===== src/rtl/char_buffer_fetch_if.sv =====
// Memory read port and character-buffer write port of the character fetch sequencer.
interface char_buffer_fetch_if #(
    parameter int unsigned WORD_SIZE  = 32,
    parameter int unsigned ASCII_SIZE = 8,
    parameter int unsigned CHARS_HORZ = 80,
    parameter int unsigned CHARS_VERT = 30
);
    localparam int unsigned ROW_W = (CHARS_VERT > 1) ? $clog2(CHARS_VERT) : 1;
    localparam int unsigned COL_W = (CHARS_HORZ > 1) ? $clog2(CHARS_HORZ) : 1;

    logic                  mem_req;
    logic [WORD_SIZE-1:0]  mem_addr;
    logic                  mem_ack;
    logic [WORD_SIZE-1:0]  mem_data;
    logic                  char_we;
    logic [ROW_W-1:0]      char_row;
    logic [COL_W-1:0]      char_col;
    logic [ASCII_SIZE-1:0] char_code;

    // Sequencer side: issues reads, receives data, writes characters.
    modport master (
        output mem_req, mem_addr, char_we, char_row, char_col, char_code,
        input  mem_ack, mem_data
    );

    // Memory / character-buffer side.
    modport slave (
        input  mem_req, mem_addr, char_we, char_row, char_col, char_code,
        output mem_ack, mem_data
    );
endinterface


===== src/rtl/char_buffer_fetch.sv =====
// Sweeps the text-screen region of memory word by word and unpacks each word
// into (row, column, code) writes for the VGA character buffer.
module char_buffer_fetch #(
    parameter int unsigned WORD_SIZE      = 32,
    parameter int unsigned ASCII_SIZE     = 8,
    parameter int unsigned CHARS_HORZ     = 80,
    parameter int unsigned CHARS_VERT     = 30,
    parameter int unsigned VGA_MEM_OFFSET = 0,
    parameter int unsigned REFRESH_GAP    = 1024
) (
    input  logic                clk,
    input  logic                rst_n,
    input  logic                enable,
    char_buffer_fetch_if.master bus,
    output logic                frame_done,
    output logic                busy
);
    localparam int unsigned CPW      = WORD_SIZE / ASCII_SIZE;
    localparam int unsigned WORDS    = (CHARS_HORZ * CHARS_VERT) / CPW;
    localparam int unsigned ROW_W    = (CHARS_VERT > 1) ? $clog2(CHARS_VERT) : 1;
    localparam int unsigned COL_W    = (CHARS_HORZ > 1) ? $clog2(CHARS_HORZ) : 1;
    localparam int unsigned WORD_W   = (WORDS > 1) ? $clog2(WORDS) : 1;
    localparam int unsigned K_W      = (CPW > 1) ? $clog2(CPW) : 1;
    // A zero gap still spends one cycle in GAP.
    localparam int unsigned GAP_LAST = (REFRESH_GAP > 0) ? REFRESH_GAP - 1 : 0;
    localparam int unsigned GAP_W    = (GAP_LAST > 0) ? $clog2(GAP_LAST + 1) : 1;

    typedef enum logic [1:0] {
        S_IDLE   = 2'd0,
        S_REQ    = 2'd1,
        S_UNPACK = 2'd2,
        S_GAP    = 2'd3
    } state_t;

    state_t                r_state, w_state_nxt;
    logic [WORD_W-1:0]     r_word, w_word_nxt;
    logic [K_W-1:0]        r_k, w_k_nxt;
    logic [WORD_SIZE-1:0]  r_data, w_data_nxt;
    logic [GAP_W-1:0]      r_gap, w_gap_nxt;
    logic [ROW_W-1:0]      r_pos_row, w_pos_row_nxt;
    logic [COL_W-1:0]      r_pos_col, w_pos_col_nxt;
    logic                  w_emit;
    logic [ASCII_SIZE-1:0] w_code;
    logic                  w_frame_done;

    logic                  r_mem_req;
    logic [WORD_SIZE-1:0]  r_mem_addr;
    logic                  r_char_we;
    logic [ROW_W-1:0]      r_char_row;
    logic [COL_W-1:0]      r_char_col;
    logic [ASCII_SIZE-1:0] r_char_code;
    logic                  r_frame_done;
    logic                  r_busy;

    // State and datapath registers.
    always_ff @(posedge clk or negedge rst_n) begin
        if (!rst_n) begin
            r_state   <= S_IDLE;
            r_word    <= '0;
            r_k       <= '0;
            r_data    <= '0;
            r_gap     <= '0;
            r_pos_row <= '0;
            r_pos_col <= '0;
        end else begin
            r_state   <= w_state_nxt;
            r_word    <= w_word_nxt;
            r_k       <= w_k_nxt;
            r_data    <= w_data_nxt;
            r_gap     <= w_gap_nxt;
            r_pos_row <= w_pos_row_nxt;
            r_pos_col <= w_pos_col_nxt;
        end
    end

    // Next-state logic; r_data is a shift register whose top slot is the next code.
    always_comb begin
        w_state_nxt   = r_state;
        w_word_nxt    = r_word;
        w_k_nxt       = r_k;
        w_data_nxt    = r_data;
        w_gap_nxt     = r_gap;
        w_pos_row_nxt = r_pos_row;
        w_pos_col_nxt = r_pos_col;
        w_emit        = 1'b0;
        w_code        = '0;
        w_frame_done  = 1'b0;

        unique case (r_state)
            S_IDLE: begin
                w_word_nxt    = '0;
                w_pos_row_nxt = '0;
                w_pos_col_nxt = '0;
                if (enable) begin
                    w_state_nxt = S_REQ;
                end
            end
            S_REQ: begin
                if (bus.mem_ack) begin
                    w_state_nxt = S_UNPACK;
                    w_k_nxt     = '0;
                    w_emit      = 1'b1;
                    w_code      = bus.mem_data[WORD_SIZE-1 -: ASCII_SIZE];
                    w_data_nxt  = bus.mem_data << ASCII_SIZE;
                end
            end
            S_UNPACK: begin
                if (r_k == K_W'(CPW - 1)) begin
                    if (r_word == WORD_W'(WORDS - 1)) begin
                        w_frame_done  = 1'b1;
                        w_word_nxt    = '0;
                        w_pos_row_nxt = '0;
                        w_pos_col_nxt = '0;
                        w_gap_nxt     = '0;
                        w_state_nxt   = S_GAP;
                    end else if (!enable) begin
                        w_word_nxt    = '0;
                        w_pos_row_nxt = '0;
                        w_pos_col_nxt = '0;
                        w_state_nxt   = S_IDLE;
                    end else begin
                        w_word_nxt  = r_word + WORD_W'(1);
                        w_state_nxt = S_REQ;
                    end
                end else begin
                    w_k_nxt    = r_k + K_W'(1);
                    w_emit     = 1'b1;
                    w_code     = r_data[WORD_SIZE-1 -: ASCII_SIZE];
                    w_data_nxt = r_data << ASCII_SIZE;
                end
            end
            S_GAP: begin
                if (r_gap == GAP_W'(GAP_LAST)) begin
                    w_state_nxt = enable ? S_REQ : S_IDLE;
                end else begin
                    w_gap_nxt = r_gap + GAP_W'(1);
                end
            end
            default: begin
                w_state_nxt = S_IDLE;
            end
        endcase

        // Screen position of the next character advances with every write.
        if (w_emit) begin
            if (r_pos_col == COL_W'(CHARS_HORZ - 1)) begin
                w_pos_col_nxt = '0;
                w_pos_row_nxt = (r_pos_row == ROW_W'(CHARS_VERT - 1)) ? '0 : r_pos_row + ROW_W'(1);
            end else begin
                w_pos_col_nxt = r_pos_col + COL_W'(1);
            end
        end
    end

    // Registered outputs derived from the next state.
    always_ff @(posedge clk or negedge rst_n) begin
        if (!rst_n) begin
            r_mem_req    <= 1'b0;
            r_mem_addr   <= WORD_SIZE'(VGA_MEM_OFFSET);
            r_char_we    <= 1'b0;
            r_char_row   <= '0;
            r_char_col   <= '0;
            r_char_code  <= '0;
            r_frame_done <= 1'b0;
            r_busy       <= 1'b0;
        end else begin
            r_mem_req    <= (w_state_nxt == S_REQ);
            r_mem_addr   <= WORD_SIZE'(VGA_MEM_OFFSET) + WORD_SIZE'(w_word_nxt);
            r_char_we    <= w_emit;
            if (w_emit) begin
                r_char_row  <= r_pos_row;
                r_char_col  <= r_pos_col;
                r_char_code <= w_code;
            end
            r_frame_done <= w_frame_done;
            r_busy       <= (w_state_nxt != S_IDLE);
        end
    end

    assign bus.mem_req   = r_mem_req;
    assign bus.mem_addr  = r_mem_addr;
    assign bus.char_we   = r_char_we;
    assign bus.char_row  = r_char_row;
    assign bus.char_col  = r_char_col;
    assign bus.char_code = r_char_code;
    assign frame_done    = r_frame_done;
    assign busy          = r_busy;
endmodule


===== src/flat_wrapper.sv =====
// flat-port wrapper written by rule: the top's interface ports become plain ports
module char_buffer_fetch_flat 
#(
    parameter int unsigned WORD_SIZE      = 32,
    parameter int unsigned ASCII_SIZE     = 8,
    parameter int unsigned CHARS_HORZ     = 80,
    parameter int unsigned CHARS_VERT     = 30,
    parameter int unsigned VGA_MEM_OFFSET = 0,
    parameter int unsigned REFRESH_GAP    = 1024
)
  (clk, rst_n, enable, frame_done, busy, bus_mem_req, bus_mem_addr, bus_char_we, bus_char_row, bus_char_col, bus_char_code, bus_mem_ack, bus_mem_data);
  char_buffer_fetch_if #(.WORD_SIZE(WORD_SIZE), .ASCII_SIZE(ASCII_SIZE), .CHARS_HORZ(CHARS_HORZ), .CHARS_VERT(CHARS_VERT)) bus_i ();
  input  logic clk;
  input  logic rst_n;
  input  logic enable;
  output logic frame_done;
  output logic busy;
  output wire logic [$bits(bus_i.mem_req)-1:0] bus_mem_req;
  output wire logic [$bits(bus_i.mem_addr)-1:0] bus_mem_addr;
  output wire logic [$bits(bus_i.char_we)-1:0] bus_char_we;
  output wire logic [$bits(bus_i.char_row)-1:0] bus_char_row;
  output wire logic [$bits(bus_i.char_col)-1:0] bus_char_col;
  output wire logic [$bits(bus_i.char_code)-1:0] bus_char_code;
  input wire logic [$bits(bus_i.mem_ack)-1:0] bus_mem_ack;
  input wire logic [$bits(bus_i.mem_data)-1:0] bus_mem_data;
  assign bus_mem_req = bus_i.mem_req;
  assign bus_mem_addr = bus_i.mem_addr;
  assign bus_char_we = bus_i.char_we;
  assign bus_char_row = bus_i.char_row;
  assign bus_char_col = bus_i.char_col;
  assign bus_char_code = bus_i.char_code;
  assign bus_i.mem_ack = bus_mem_ack;
  assign bus_i.mem_data = bus_mem_data;
  char_buffer_fetch #(.WORD_SIZE(WORD_SIZE), .ASCII_SIZE(ASCII_SIZE), .CHARS_HORZ(CHARS_HORZ), .CHARS_VERT(CHARS_VERT), .VGA_MEM_OFFSET(VGA_MEM_OFFSET), .REFRESH_GAP(REFRESH_GAP)) u_core (.clk(clk), .rst_n(rst_n), .enable(enable), .bus(bus_i), .frame_done(frame_done), .busy(busy));
endmodule

===== config.mk =====
export PLATFORM = sky130hd
export DESIGN_NAME = char_buffer_fetch_flat
export DESIGN_NICKNAME = d
export VERILOG_FILES = /design/src/rtl/char_buffer_fetch_if.sv /design/src/rtl/char_buffer_fetch.sv /design/src/flat_wrapper.sv
export SDC_FILE = /design/constraint.sdc
export NUM_CORES = 1
export LEC_CHECK = 0
export CAP_MARGIN = 20
export CORE_ASPECT_RATIO = 0.9
export CORE_MARGIN = 1.5
export CORE_UTILIZATION = 40
export CTS_CLUSTER_DIAMETER = 200
export DETAILED_ROUTE_END_ITERATION = 10
export GPL_ROUTABILITY_DRIVEN = 0
export GPL_TIMING_DRIVEN = 0
export PLACE_DENSITY = 0.67
export SKIP_CTS_REPAIR_TIMING = 1
export SLEW_MARGIN = 20
export SYNTH_ARGS = -nofsm -noshare
export SYNTH_HDL_FRONTEND = slang
export SYNTH_SLANG_ARGS = --single-unit
export TNS_END_PERCENT = 30

===== constraint.sdc =====
create_clock -name clk -period 3.1 [get_ports clk]
set_input_delay 0.31 -clock clk [delete_from_list [all_inputs] [get_ports clk]]
set_output_delay 0.31 -clock clk [all_outputs]
set_load 0.01 [all_outputs]

# == After elaboration in Yosys (flattened, before gate mapping) ==
# Index checks and enable logic that the tools add are counted.
# totals
register_bits,92
in_bits,36
out_inout_bits,56
word_cells,88
# classes
add_sub_neg,5
n_eq_ne,16
mux,43
n_reduce_logical,10
# ops
op,count
$mux 32,2
$pmux 32 s2,1
$mux 10,6
$pmux 10 s2,2
$mux 7,5
$mux 5,6
$add 10x1->10 const B,2
$eq 10x10->1 const B,2
$mux 8,2
$pmux 8 s2,1
$mux 2,7
$pmux 7 s2,1
$pmux 5 s2,1
$pmux 2 s4,1
$reduce_bool 2->1,4
$add 7x1->7 const B,1
$eq 7x7->1 const B,1
$eq 2x2->1 const B,3
$mux 1,6
$ne 2x2->1 const B,3
$reduce_and 3->1,2
$add 5x1->5 const B,1
$eq 5x5->1 const B,1
$eq 2x1->1 const B,2
other kinds (10),11

# == Depth between registers and ports, before layout ==
# Gate-level depths: netlist of run 1.
# logic_depth
word_depth,6
ltp_mapped,8
mapped_depth_nobuf,8

# == Least setup slack after synthesis of run 1 ==
# No wires, ideal clock.
# synth_path
kind,register -> register
start,reg u_core.r_state[0]
end,reg u_core.r_busy (netlist: u_core.busy)
t_arrival_ns,1.862
slack_ns,1.110
path_stages_with_launch,9
cell_sequence,dfrtp_1 -> inv_1 -> ha_1 -> nor2b_1 -> clkbuf_1 -> nor2_1 -> a21oi_1 -> a221o_1 -> a2111o_1
# synth_between
elab_chain_cells,3
elab_cells_between_ends,10
classes_between,eq/ne (3); mux (5); reduce/logical (2)
# synth_lines
element,line_no,text
from (decl),char_buffer_fetch.sv:35,"state_t r_state, w_state_nxt;"
from (signal assigned),char_buffer_fetch.sv:66,r_state <= w_state_nxt;
$eq 2x2->1 (tied with other cells),char_buffer_fetch.sv:89,unique case (r_state)
$pmux 2 s4 (*),char_buffer_fetch.sv:89,
named net u_core.w_state_nxt[1],char_buffer_fetch.sv:35,
$reduce_bool 2->1 (*),char_buffer_fetch.sv:176,r_busy <= (w_state_nxt != S_IDLE);
to (signal assigned),char_buffer_fetch.sv:176,
to (decl),char_buffer_fetch.sv:53,logic r_busy;
# The timed path passes the listed nets; every way through them passes the cells marked *.
# A chain may end at the register's enable or synchronous reset.

# == Worst setup path in the final report of run 1 ==
# layout_path
start,reg u_core.r_state[0]
end,reg u_core.r_pos_row[3]
# layout_between
elab_chain_cells,4
elab_cells_between_ends,7
classes_between,eq/ne (2); mux (4); reduce/logical (1)
# layout_lines
element,line_no,text
$eq 2x2->1 or $logic_not 2->1 (tied branches),char_buffer_fetch.sv:89,
$pmux 5 s2,char_buffer_fetch.sv:89,
$mux 5,char_buffer_fetch.sv:146,if (r_pos_col == COL_W'(CHARS_HORZ - 1)) begin
$mux 5 (*),char_buffer_fetch.sv:145,if (w_emit) begin
named net u_core.w_pos_row_nxt[3],char_buffer_fetch.sv:40,"logic [ROW_W-1:0] r_pos_row, w_pos_row_nxt;"
to (signal assigned),char_buffer_fetch.sv:71,r_pos_row <= w_pos_row_nxt;
to (decl),char_buffer_fetch.sv:40,
# Marked as above.

==> results.json, run 1 <==
{
  "critPathArrivalTime_ns": 2.72,
  "cts_num_sinks": 84,
  "drt-initial-drc-count": 135,
  "vias_per_cell": 5.168,
  "synth_area_per_cell_um2": 9.872,
  "area_delta_synth_final_pct": 29.97,
  "die_h_um": 100.5,
  "drc_errors": 0,
  "hp-class": "flop to flop",
  "clock_skew_ns": 0.008093,
  "grt_pass1_vias": 3238,
  "grt_max_degree": 47,
  "rsz0062_at_grt": "no",
  "routed_wl_mm": 9.297,
  "yosys_warnings": 0,
  "place.port_buffers": 69,
  "ys_seq_area_share_pct": 49.75,
  "dr_total_vias": 3437,
  "final_common_cell": "dfrtp_1",
  "die_w_um": 111.3,
  "synth_edf_count": 0,
  "p_comb_share_pct": 4.9,
  "fin_nets": 577,
  "crit_start": "u_core.r_state[0]",
  "hold_viol_final": 0,
  "cts_buffer_depth": 2,
  "ctsRootBufferMaster": "clkbuf_16",
  "power_density_nw_per_um2": 417.2,
  "drv_slew": 0,
  "firstDrtPassIters": 4,
  "p_clk_share_pct": 47.3,
  "grt_usage_pct": 17.10,
  "start_util_pct": 41.23,
  "grt_pass1_wl_mm": 15.47,
  "ir_drop_v": 0.0003184,
  "cp-end-kind": "flop",
  "die_area_um2": 11190,
  "core_area_um2": 10250,
  "final_cell_area_um2": 5492,
  "p_sw_share_pct": 21.81,
  "fp-row-count": 35,
  "async_flop_share_pct": 100.0,
  "critPathKind": "flop to flop",
  "seq_power_share_pct": 47.8,
  "crit_required_ns": 3.37,
  "place_area_um2": 5181,
  "wire_per_inst_um": 13.98,
  "fin_crit_sh_pct": 78.84,
  "antenna_found_initial": 0,
  "setup_slack_ns": 0.6560,
  "cts.clk_slew.worst_paths_ns": 0.07,
  "synth.distinct_cells": 55,
  "setup_violations": 0,
  "worstPathMaxFanout": 10,
  "hp-start": "u_core.bus.char_col[1]",
  "tightest_slew_ns": 0.6907,
  "ys_seq_elements": 84,
  "synthCells": 428,
  "timing.rr.start": "u_core.r_state[0]",
  "cts_tree": "built",
  "power.total_mw": 2.291,
  "insertedDiodeCount": 0,
  "final_util_pct": 53.59,
  "post-route-min-period_ns": 2.444,
  "cts_buffers": 9,
  "layout_common_cells": "84 x dfrtp_1, 71 x nand2_1, 68 x clkdlybuf4s50_1",
  "htreeDepth": 3,
  "p_leak_nw": 2.506,
  "power.internal_mw": 1.791,
  "synth_ff_type": "dfrtp_1",
  "clkLatencyLatePin_ns": 0.34,
  "overflow": 0,
  "ant_nets": 0,
  "dpl.hpwl_mm": 6.719,
  "nFillCells": 921,
  "ys_top_cells_by_area": "dfrtp_1 50%, nand2_1 6.3%, a22o_1 5.2%",
  "syn_area_um2": 4225,
  "drv_cap": 0,
  "status": "completed",
  "start_kind": "flop",
  "max_slew_margin_pct": 53.96,
  "post-place-ws_ns": 0.6644,
  "yosysTopAreaCell": "dfrtp_1",
  "synth_top_area_share_pct": 49.75,
  "ioPinCount": 92,
  "max_freq_mhz": 409.2,
  "drive_gt1_share_pct": 9.515,
  "p_switching_uw": 499.6
}
worst paths after layout:
kind                            slack [ns]  depth (start not counted)                endpoint
worst min register to register        0.47                          2  u_core.bus.char_col[1]
worst max-delay path                  0.66                          8     u_core.r_pos_row[3]
worst max register to register        0.66                          8     u_core.r_pos_row[3]
max in group asynchronous             2.00                          3       u_core.r_data[24]
worst min-delay path                  0.47                          2  u_core.bus.char_col[1]
min in group asynchronous             0.49                          2  u_core.bus.char_col[5]
cell families (layout without fill, tap and decap cells):
| family | count (synthesis) | in the layout | share of synthesized area (%) |
|---|---|---|---|
| flops | 84 | 84 | 49.75 |
| fa+ha+maj | 10 | 10 | 2.961 |
| compound gates | 115 | 115 | 18.21 |
| other cells | 1 | 22 | 0.08875 |
| mux | 18 | 18 | 4.294 |
| buf+inv | 48 | 135 | 6.781 |
| xor+xnor | 6 | 6 | 1.244 |
| simple gates | 146 | 146 | 16.67 |
state kept, by name, indices dropped and copies added, names as in the netlist:
name / flops
u_core.bus.char_col: 7
u_core.frame_done: 1
u_core.bus.char_code: 8
u_core.bus.char_row: 5
u_core.r_gap: 10
u_core.bus.mem_addr: 10
u_core.bus.mem_req: 1
u_core.r_state: 2
u_core.r_pos_row: 5
u_core.busy: 1
u_core.bus.char_we: 1
u_core.r_k: 2
u_core.r_pos_col: 7
u_core.r_data: 24
power groups by stage:
stage	logic [mW]	registers, mW	clock network, mW
finish	0.112	1.10	1.08
global route	0.124	1.10	1.15
CTS	0.113	1.10	1.10
detailed placement	0.113	1.12	0
global placement	0.108	1.12	0
floorplan	0.0383	1.12	0
critical path: stages (launching register included):
cell      delay, ns
dfrtp_1        0.45
inv_1          0.09
ha_1           0.27
nor2b_1        0.19
o21ai_2        0.40
clkinv_1       0.35
and3_1         0.27
nor2_1         0.22
a21o_1         0.16
synthesized netlist by cell type (3+ instances only):
| cell type | count |
|---|---|
| a31oi_1 | 4 |
| and2_1 | 4 |
| nor3b_1 | 3 |
| a41oi_1 | 3 |
| nand3_1 | 12 |
| a21oi_1 | 24 |
| dfrtp_1 | 84 |
| o31ai_1 | 5 |
| buf_4 | 22 |
| o21ai_0 | 32 |
| a22o_1 | 25 |
| ha_1 | 10 |
| o211ai_1 | 3 |
| inv_1 | 6 |
| mux2i_1 | 17 |
| nand2b_1 | 5 |
| clkbuf_1 | 15 |
| and3_1 | 7 |
| nand2_1 | 71 |
| nand4_1 | 8 |
| nor2b_1 | 4 |
| nor2_1 | 16 |
| a21o_1 | 6 |
| nor3_1 | 4 |
| xor2_1 | 5 |
final cells by class:
class	count	area (µm²)	share of cell area (%)
plain buffers	40	255.2	4.648
clock buffers	10	229.0	4.170
clock inverters	6	71.32	1.299
inverters	8	31.28	0.5696
multi-input cells	317	1916	34.88
flip-flops and latches	84	2102	38.28
well taps	129	161.4	2.939
repair buffers	71	725.7	13.21
per-layer routing:
| metal | vias up | GRT usage (%) | wire (µm) |
|---|---|---|---|
| met3 | 9 | 3.848 | 434 |
| met1 | 1626 | 22.01 | 4304 |
| met4 | 0 | 5.648 | 101 |
| met5 | - | 0 | 0 |
| met2 | 99 | 28.88 | 4457 |
| li1 | 1703 | - | - |
per-stage QoR:
stage / setup TNS (ns) / hold WS (ns) / std cells
6_report: 0 / 0.4728 / 665
3_3_place_gp: -104.58 / 0.4583 / 647
3_5_place_dp: 0 / 0.3243 / 648
2_1_floorplan: 0 / 0.01441 / 449
4_1_cts: 0 / -0.03924 / 664
5_1_grt: 0 / 0.4996 / 665
Power figures use the tool's default switching activity.
==> run 2, diff against run 1 <==
clock period = 2.4 ns   (was 3.1 ns; I/O delays follow)
==> results.json, run 2 (synthesis gave the netlist of run 1 again) <==
{
  "cts.clk_slew.worst_paths_ns": 0.07,
  "max_freq_mhz": 443.3,
  "cts_buffers": 9,
  "start_util_pct": 41.23,
  "dr_total_vias": 3412,
  "cts_num_sinks": 84,
  "die_w_um": 111.3,
  "ir_drop_v": 0.0004035,
  "wire_per_inst_um": 13.85,
  "routed_wl_mm": 9.222,
  "drt-initial-drc-count": 129,
  "wl_met3_um": 439,
  "p_comb_share_pct": 4.9,
  "final_cells": 666,
  "tightest_slew_ns": 0.6910,
  "wl_met2_mm": 4.523,
  "clkLatencyLatePin_ns": 0.33,
  "die_h_um": 100.5,
  "dp.cells": 648,
  "cts_buffer_depth": 2,
  "ctsRootBufferMaster": "clkbuf_16",
  "drive_gt1_share_pct": 10.61,
  "p_leak_nw": 2.515,
  "fin_nets": 578,
  "setup_violations": 0,
  "top_register": "u_core.r_data",
  "worstPathMaxFanout": 10,
  "fp-row-count": 35,
  "antenna_found_initial": 0,
  "firstDrtPassIters": 5,
  "insertedDiodeCount": 0,
  "ant_nets": 0,
  "grt_pass1_wl_mm": 15.47,
  "core_area_um2": 10250,
  "p_clk_share_pct": 47.1,
  "hold_viol_final": 0,
  "cp-end-kind": "flop",
  "max_slew_margin_pct": 53.93,
  "area_delta_synth_final_pct": 30.68,
  "overflow": 0,
  "grt_pass1_vias": 3238,
  "setup_tns_ns": 0,
  "p_sw_share_pct": 21.56,
  "layout_common_cells": "84 x dfrtp_1, 71 x nand2_1, 68 x clkdlybuf4s50_1",
  "post-route-min-period_ns": 2.256,
  "seq_power_share_pct": 48.0,
  "p_switching_uw": 636.2,
  "hp-class": "input pin to asynchronous set/reset pin",
  "power_density_nw_per_um2": 534.3,
  "critPathKind": "flop to flop",
  "drv_cap": 0,
  "crit_required_ns": 2.67,
  "htreeDepth": 3,
  "drc_errors": 0,
  "rrSetupSlack_ns": 0.14,
  "grt_usage_pct": 17.10,
  "status": "completed",
  "ioPinCount": 92,
  "met1_length_mm": 4.201,
  "clock_skew_ns": 0.008561,
  "start_kind": "flop",
  "final_common_cell": "dfrtp_1",
  "cts_tree": "built",
  "grt_max_degree": 47,
  "place.port_buffers": 69,
  "top_layer": "met4",
  "power.internal_mw": 2.314,
  "fin_crit_sh_pct": 93.98,
  "power.total_mw": 2.950,
  "critPathArrivalTime_ns": 2.52,
  "vias_per_cell": 5.123,
  "largest_reg_flops": 24,
  "dpl.hpwl_mm": 6.719,
  "die_area_um2": 11190,
  "drv_slew": 0
}
[run 2: cell count changes in the layout (fill, tap and decap cells not counted), sizes merged]
cell,change
buf,+1
clkinv,-1
clkinvlp,+2
inv,-1
[run 2: cell type report]
class,count,area [µm²]
plain buffers,40,257.7
inverters,8,38.79
repair buffers,72,733.2
fillers,915,4726
clock buffers,10,229.0
well taps,129,161.4
clock inverters,6,71.32
flip-flops and latches,84,2102
multi-input cells,317,1928
[run 2: critical path, stage by stage (launching register included)]
cell	delay [ns]
dfrtp_1	0.45
inv_1	0.09
ha_1	0.29
clkbuf_1	0.39
o2111ai_1	0.34
a41o_1	0.34
o22ai_1	0.16
a21o_1	0.15
[run 2: worst paths after layout]
path | start | end | cells after the start
setup / recovery | u_core.r_state[0] | u_core.r_pos_row[2] | 7
min in group clk | u_core.bus.char_col[1] | u_core.bus.char_col[1] | 2
hold / removal | rst_n | u_core.bus.char_col[5] | 2
max in group asynchronous | rst_n | u_core.r_data[27] | 3
setup reg to reg | u_core.r_state[0] | u_core.r_pos_row[2] | 7
hold reg to reg | u_core.bus.char_col[1] | u_core.bus.char_col[1] | 2
[run 2: power groups by stage]
stage	clock (mW)	combinational (mW)	sequential, mW
after floorplan	0	0.0494	1.44
after global placement	0	0.140	1.44
after detailed placement	0	0.146	1.44
after CTS	1.42	0.146	1.42
after global routing	1.48	0.160	1.41
final	1.39	0.145	1.42
[run 2: layer usage]
metal,up-vias,track usage [%]
li1,1709,-
met1,1613,22.01
met2,86,28.88
met3,4,3.848
met4,0,5.648
met5,-,0
[run 2: metrics by stage]
stage          setup slack [ns]  area [µm²]  hold WS, ns  util [%]
2_1_floorplan            0.4097        4304     -0.05559         -
5_1_grt               -0.001068        5522       0.4655     53.88
4_1_cts                -0.06119        5482      -0.1092     53.49
3_5_place_dp           -0.03563        5181       0.2543     50.56
3_3_place_gp             -1.881        5156       0.4583     50.32
6_report                 0.1444        5522       0.4268     53.88
==> run 3, diff against run 2 <==
ABC_AREA = 0   (was default)
==> results of run 3 <==
Same layout as run 2: the final DEF is identical, and so are final timing and power.
